### src/rtl/bus_cycle_timer_pkg.sv
// Shared constants for the bus cycle timer: bus device IDs and FSM state encoding.
// Latency: n/a (constants only).
// Backpressure: n/a.
package bus_cycle_timer_pkg;

  localparam int BUS_DEVICE_ID_WIDTH = 3;

  typedef logic [BUS_DEVICE_ID_WIDTH-1:0] dev_id_t;

  localparam dev_id_t SRAM_ID          = 3'd1;
  localparam dev_id_t UART_ID          = 3'd2;
  localparam dev_id_t SPI_ID           = 3'd3;
  localparam dev_id_t CLOCK_SCALER_ID  = 3'd4;
  localparam dev_id_t CYCLE_COUNTER_ID = 3'd5;

  typedef enum logic [1:0] {
    ST_LOW     = 2'd0,
    ST_HIGH    = 2'd1,
    ST_STRETCH = 2'd2,
    ST_HALT    = 2'd3
  } state_t;

endpackage

### src/rtl/bus_cycle_timer_phase_counter.sv
// Loadable down-counter with a terminal-count (zero) flag; used for phase and stretch timing.
// Latency: load/decrement take effect on the next clk; zero reflects the registered count.
// Backpressure: none; load has priority over dec, count holds when neither is asserted.
//   clk, reset_n        : clock, async active-low reset
//   load, load_val      : synchronous load of a new count
//   dec                 : decrement by one
//   zero                : count is zero
module bus_cycle_timer_phase_counter #(
  parameter int W = 8
) (
  input  logic         clk,
  input  logic         reset_n,
  input  logic         load,
  input  logic [W-1:0] load_val,
  input  logic         dec,
  output logic         zero
);

  logic [W-1:0] count_q;

  always_ff @(posedge clk or negedge reset_n) begin
    if (!reset_n) begin
      count_q <= '0;
    end else if (load) begin
      count_q <= load_val;
    end else if (dec) begin
      count_q <= count_q - W'(1);
    end
  end

  assign zero = (count_q == '0);

endmodule

### src/rtl/bus_cycle_timer.sv
// Generates phi2 and sequences LOW/HIGH/STRETCH/HALT bus phases with per-device HIGH stretching.
// Latency: all outputs registered; each phase lasts divisor+1 clk (HIGH adds SRAM waits/stretch).
// Backpressure: device_ready=0 holds HIGH up to STRETCH_LIMIT clk; run=0 parks in HALT until run/step.
//   clk, reset_n                     : master clock, async active-low reset
//   run, step                        : free-run / single-cycle permission
//   divisor, sram_wait               : phase length and extra SRAM HIGH ticks (sampled at phase entry)
//   active_bus_device_id, device_ready : decoder result and device handshake
//   phi2, phi2_rise, phi2_fall       : CPU clock and its edge pulses
//   halted, bus_timeout, cycle_device_id : status outputs
module bus_cycle_timer
  import bus_cycle_timer_pkg::*;
#(
  parameter int          DIV_WIDTH     = 8,
  parameter int          WAIT_WIDTH    = 4,
  parameter int unsigned STRETCH_LIMIT = 255
) (
  input  logic                           clk,
  input  logic                           reset_n,
  input  logic                           run,
  input  logic                           step,
  input  logic [DIV_WIDTH-1:0]           divisor,
  input  logic [WAIT_WIDTH-1:0]          sram_wait,
  input  logic [BUS_DEVICE_ID_WIDTH-1:0] active_bus_device_id,
  input  logic                           device_ready,
  output logic                           phi2,
  output logic                           phi2_rise,
  output logic                           phi2_fall,
  output logic                           halted,
  output logic                           bus_timeout,
  output logic [BUS_DEVICE_ID_WIDTH-1:0] cycle_device_id
);

  // HIGH length (divisor + SRAM waits) needs one extra bit so it never wraps.
  localparam int CW = DIV_WIDTH + 1;
  localparam int SW = $clog2(STRETCH_LIMIT + 1);
  localparam logic [SW-1:0] ST_LOAD = SW'(STRETCH_LIMIT - 1);

  state_t          state_q, state_d;
  logic            first_q;
  logic            go;
  logic [CW-1:0]   high_len;
  logic            ph_load, ph_dec, ph_zero;
  logic [CW-1:0]   ph_load_val;
  logic            st_load, st_dec, st_zero;
  logic            phi2_d, rise_d, fall_d, halted_d, tmo_d, id_lat;

  assign go = run | step;

  // The device ID is latched on the same edge HIGH is entered, so the SRAM
  // test looks at the decoder output directly rather than cycle_device_id.
  assign high_len = CW'(divisor) +
                    ((active_bus_device_id == SRAM_ID) ? CW'(sram_wait) : '0);

  bus_cycle_timer_phase_counter #(.W(CW)) u_phase_cnt (
    .clk      (clk),
    .reset_n  (reset_n),
    .load     (ph_load),
    .load_val (ph_load_val),
    .dec      (ph_dec),
    .zero     (ph_zero)
  );

  bus_cycle_timer_phase_counter #(.W(SW)) u_stretch_cnt (
    .clk      (clk),
    .reset_n  (reset_n),
    .load     (st_load),
    .load_val (ST_LOAD),
    .dec      (st_dec),
    .zero     (st_zero)
  );

  always_comb begin
    state_d     = state_q;
    ph_load     = 1'b0;
    ph_dec      = 1'b0;
    ph_load_val = high_len;
    st_load     = 1'b0;
    st_dec      = 1'b0;
    phi2_d      = phi2;
    rise_d      = 1'b0;
    fall_d      = 1'b0;
    halted_d    = halted;
    tmo_d       = 1'b0;
    id_lat      = 1'b0;

    case (state_q)
      ST_LOW: begin
        // The first LOW after reset has no preloaded count: this tick
        // samples divisor itself and counts as tick one.
        if (first_q ? (divisor == '0) : ph_zero) begin
          id_lat = 1'b1;
          if (go) begin
            state_d = ST_HIGH;
            phi2_d  = 1'b1;
            rise_d  = 1'b1;
            ph_load = 1'b1;
          end else begin
            state_d  = ST_HALT;
            halted_d = 1'b1;
          end
        end else if (first_q) begin
          ph_load     = 1'b1;
          ph_load_val = CW'(divisor) - CW'(1);
        end else begin
          ph_dec = 1'b1;
        end
      end

      ST_HALT: begin
        id_lat = 1'b1;
        if (go) begin
          state_d  = ST_HIGH;
          phi2_d   = 1'b1;
          rise_d   = 1'b1;
          halted_d = 1'b0;
          ph_load  = 1'b1;
        end
      end

      ST_HIGH: begin
        if (!ph_zero) begin
          ph_dec = 1'b1;
        end else if (device_ready) begin
          state_d     = ST_LOW;
          phi2_d      = 1'b0;
          fall_d      = 1'b1;
          ph_load     = 1'b1;
          ph_load_val = CW'(divisor);
        end else begin
          state_d = ST_STRETCH;
          st_load = 1'b1;
        end
      end

      ST_STRETCH: begin
        // A ready on the final stretch tick is a normal end, not a timeout.
        if (device_ready || st_zero) begin
          state_d     = ST_LOW;
          phi2_d      = 1'b0;
          fall_d      = 1'b1;
          tmo_d       = !device_ready;
          ph_load     = 1'b1;
          ph_load_val = CW'(divisor);
        end else begin
          st_dec = 1'b1;
        end
      end

      default: begin
        state_d = ST_LOW;
        phi2_d  = 1'b0;
      end
    endcase
  end

  always_ff @(posedge clk or negedge reset_n) begin
    if (!reset_n) begin
      state_q         <= ST_LOW;
      first_q         <= 1'b1;
      phi2            <= 1'b0;
      phi2_rise       <= 1'b0;
      phi2_fall       <= 1'b0;
      halted          <= 1'b0;
      bus_timeout     <= 1'b0;
      cycle_device_id <= '0;
    end else begin
      state_q     <= state_d;
      first_q     <= 1'b0;
      phi2        <= phi2_d;
      phi2_rise   <= rise_d;
      phi2_fall   <= fall_d;
      halted      <= halted_d;
      bus_timeout <= tmo_d;
      if (id_lat) begin
        cycle_device_id <= active_bus_device_id;
      end
    end
  end

endmodule

### config.mk
export PLATFORM = sky130hd
export DESIGN_NAME = bus_cycle_timer
export DESIGN_NICKNAME = d
export VERILOG_FILES = /design/src/rtl/bus_cycle_timer_pkg.sv /design/src/rtl/bus_cycle_timer_phase_counter.sv /design/src/rtl/bus_cycle_timer.sv
export SDC_FILE = /design/constraint.sdc
export NUM_CORES = 1
export LEC_CHECK = 0
export BUFFER_PORTS_ARGS = -buffer_cell sky130_fd_sc_hd__clkbuf_2
export CORE_UTILIZATION = 50
export DETAILED_ROUTE_END_ITERATION = 8
export HOLD_SLACK_MARGIN = 0.15
export PLACE_DENSITY_LB_ADDON = 0.25
export REMOVE_ABC_BUFFERS = 1
export SLEW_MARGIN = 40
export SYNTH_ARGS = -nofsm -noshare
export SYNTH_HDL_FRONTEND = slang
export SYNTH_HIERARCHICAL = 1
export SYNTH_SLANG_ARGS = --single-unit
### constraint.sdc
create_clock -name clk -period 2.9 [get_ports clk]
set_input_delay 0.145 -clock clk [delete_from_list [all_inputs] [get_ports clk]]
set_output_delay 0.145 -clock clk [all_outputs]
set_load 0.05 [all_outputs]
==> flow_summary.toml <==
[outcome]
status = "finished, final reports clean"

[synth]
yosys_warnings = 6
ys_async_sr_fraction_pct = 100
synth_top_flop_cell = "dfrtp_1"
synth_seq_cells = 28
yosysSeqAreaShare_pct = 30.8
synth_area_per_cell_um2 = 8.69
synthCells = 262
synth_edf_count = 0
synth_cell_types = 63
syn_area_mm2 = 0.00228

[sta]
rsz0062_at_grt = "false"
setup_violations = 0
drv_slew = 0
hold_viol = 0
finalSetupTns_ns = 0
layout_min_cycle_time_ns = 2.72
fin_worst_skew_ns = 0.0147
fmax_mhz = 367
relSlewSlack_pct = 53.7
period_share_pct = 93.8
worst_pin_slew_ns = 0.694
setup_ws_ns = 0.179

[setup_path]
r2r_setup_slack_ns = 0.18
cp-end-kind = "flip-flop"
cp.buffers_inverters = 0
reg2reg_from = "u_phase_cnt/count_q[4]$_DFFE_PN0P_"
crit_fanout = 3
cp_cell_sequence = "or4_1 > nor4b_2 > a21boi_0 > or4_4 > o2111ai_1 > nand4_1 > nor2_1 > a31oi_1"
reg2reg_to = "u_phase_cnt/count_q[7]$_DFFE_PN0P_"
cp.required_ns = 3.05
worstSetupPathType = "flip-flop to flip-flop"
cpPeakStageDelay_ns = 0.58
arrival_ns = 2.87
cp_slowest_cell = "or4_4"
start_kind = "flip-flop"
crit_family = "simple AND/OR/NAND/NOR gates"
reg2regPathDepth = 8

[placement]
port_buffers = 27
dp_slack_ns = 0.0336
dp_hpwl_mm = 3.96
place.gp.congestion = 0.921

[final_layout]
area_growth_pct = 17.8
nets = 343
drive_gt1_share_pct = 21.4
diodes = 0

[worst_hold_path]
min_from = "device_ready"
hold_end = "bus_timeout$_DFF_PN0_"
worstHoldPathType = "input pin to flip-flop"
holdPathStages = 2

[route]
drc = 0
routed_wl_mm = 5.24
first_pass_iters = 4
viasPerCell = 5.83
wl_per_cell_um = 14.6
vias = 2098
drt_iter0_markers = 94
drtAntennaViolNets = 0

[flow_run]
maxCapViolCount = 0

[grt]
grt.overflow.total = 0
grt_pass1_wl_mm = 8.87
grt_pass1_vias = 1919
grt_start_max_net_pins = 29
grt_usage_pct = 22.5
antenna_found_initial = 0

[clock_network]
clock_sinks = 28
cts-buffers-inserted = 3
htreeDepth = 1
cts_tree = "done"
cts_root_buf = "clkbuf_8"
clkTransAtPathRegs_ns = 0.09
clock_latency_ns = 0.29
max-clock-path-buffers = 2

[pwr]
power_density_mw_per_mm2 = 874
peakVddDrop_mv = 0.598
p_leak_nw = 1.17

[floorplan]
fp.coreArea_mm2 = 0.00435
num_rows = 24
die_area_mm2 = 0.00483
io_pins = 28
initial_core_util_pct = 52.3
die_w_um = 69.5
die_y_um = 69.5
-- cell type report --
type / count / area (um^2)
Sequential cell: 28 / 702
Inverter: 14 / 52.6
Multi-Input combinational cell: 219 / 1530
Fill cell: 373 / 1670
Timing Repair Buffer: 43 / 265
Clock buffer: 3 / 41.3
Tap cell: 52 / 65.1
Clock inverter: 1 / 30.0
-- cells by family (layout without fill, tap and decap cells) --
kind of cell / count (synthesis) / in the layout / share of synthesized area, %
other: 2 / 9 / 0.330
DFF: 28 / 28 / 30.8
AOI/OAI and AO/OA: 71 / 71 / 20.8
muxes: 5 / 5 / 2.36
adders and majority gates: 14 / 14 / 8.03
and+or+nand+nor: 108 / 108 / 28.8
xor gates and xnor gates: 12 / 12 / 4.62
buffers and inverters: 22 / 61 / 4.23
-- metrics by stage --
stage / instances / cell area (um^2) / utilization, % / total power [mW] / hold slack (ns)
2_1_floorplan: 261 / 2260 / - / 1.62 / -0.151
3_3_place_gp: 352 / 2550 / 58.5 / 1.94 / 0.217
3_5_place_dp: 352 / 2550 / 58.5 / 1.98 / 0.222
4_1_cts: 360 / 2660 / 61.1 / 2.31 / 0.239
5_1_grt: 360 / 2680 / 61.6 / 2.53 / 0.242
6_report: 360 / 2680 / 61.6 / 2.34 / 0.248
-- repair_timing --
action | CTS | global route
endpoints found under the setup margin | 0 | 7
hold buffers | 4 | 0
endpoints found under the hold margin | 30 | 0
buffers inserted | 0 | 0
resized for setup | 0 | 4
-- power by group --
part	internal, mW	leakage [nW]	switching [mW]
clock network	0.185	0.0357	0.131
registers	0.564	0.342	0.143
logic	0.541	0.789	0.780
total	1.29	1.17	1.05
-- synthesized netlist by cell type (3+ instances only) --
| cell type | instances | share of area, % |
|---|---|---|
| xnor2_1 | 7 | 2.7 |
| nor2_1 | 13 | 2.1 |
| nand3b_1 | 4 | 1.3 |
| dfrtp_1 | 27 | 30 |
| nor3_1 | 5 | 1.1 |
| nand2_1 | 27 | 4.5 |
| nand3_1 | 5 | 1.1 |
| nor2b_1 | 4 | 1.1 |
| nor4_1 | 4 | 1.1 |
| a21oi_1 | 9 | 2.0 |
| a211oi_1 | 5 | 1.6 |
| nand2b_1 | 3 | 0.82 |
| clkbuf_1 | 4 | 0.66 |
| ha_1 | 13 | 7.1 |
| o31ai_1 | 3 | 0.99 |
| o21ai_0 | 21 | 4.6 |
| inv_1 | 14 | 2.3 |
| or4_1 | 9 | 3.0 |
| nor3b_1 | 6 | 2.0 |
| o211ai_1 | 5 | 1.6 |
| xor2_1 | 5 | 1.9 |
| a31oi_1 | 8 | 2.2 |
| mux2_2 | 3 | 1.5 |
| and2_1 | 5 | 1.4 |
-- state kept, by name, summed over array words and instances, names as in the netlist --
register,cells
phi2_rise,1
u_phase_cnt/count_q,9
phi2,1
halted,1
first_q,1
u_stretch_cnt/count_q,8
bus_timeout,1
state_q,2
cycle_device_id,3
phi2_fall,1
-- worst max-delay path by stage --
stage / from / endpoint / slack [ns] / depth (start not counted)
4_1_cts: u_phase_cnt/count_q[4]$_DFFE_PN0P_ / u_phase_cnt/count_q[5]$_DFFE_PN0P_ / 0.02 / 8
2_1_floorplan: u_phase_cnt/count_q[2]$_DFFE_PN0P_ / u_phase_cnt/count_q[6]$_DFFE_PN0P_ / -0.38 / 9
3_3_place_gp: u_phase_cnt/count_q[4]$_DFFE_PN0P_ / u_phase_cnt/count_q[3]$_DFFE_PN0P_ / 0.16 / 8
3_5_place_dp: u_phase_cnt/count_q[4]$_DFFE_PN0P_ / u_phase_cnt/count_q[5]$_DFFE_PN0P_ / 0.03 / 8
6_report: u_phase_cnt/count_q[4]$_DFFE_PN0P_ / u_phase_cnt/count_q[7]$_DFFE_PN0P_ / 0.18 / 8
5_1_grt: u_phase_cnt/count_q[4]$_DFFE_PN0P_ / u_phase_cnt/count_q[7]$_DFFE_PN0P_ / 0.05 / 8
-- metal layers --
metal / GRT usage, % / vias up / part of all wire [%]
met3: 2.76 / 6 / 4.5
met4: 6.35 / 0 / 1.4
met5: 0 / - / 0
met2: 39.4 / 69 / 49
met1: 29.1 / 961 / 45
li1: - / 1062 / -
-- layout by cell type, fill, tap and decap left out, types with 4 or more instances in the layout --
cell / Yosys / routed
nand2_1: 27 / 27
dfrtp_1: 27 / 27
clkbuf_2: 0 / 27
o21ai_0: 21 / 21
inv_1: 14 / 14
nor2_1: 13 / 13
ha_1: 13 / 13
buf_4: 1 / 12
a21oi_1: 9 / 9
conb_1: 2 / 9
a31oi_1: 8 / 8
or4_1: 9 / 8
xnor2_1: 7 / 7
nor3b_1: 6 / 6
and2_1: 5 / 5
nor3_1: 5 / 5
a211oi_1: 5 / 5
o211ai_1: 5 / 5
xor2_1: 5 / 5
nand3_1: 5 / 5
nor2b_1: 4 / 4
nand3b_1: 4 / 4
nor4_1: 4 / 4
dlygate4sd3_1: 0 / 4
No activity file was read; power rests on OpenSTA's default activity.
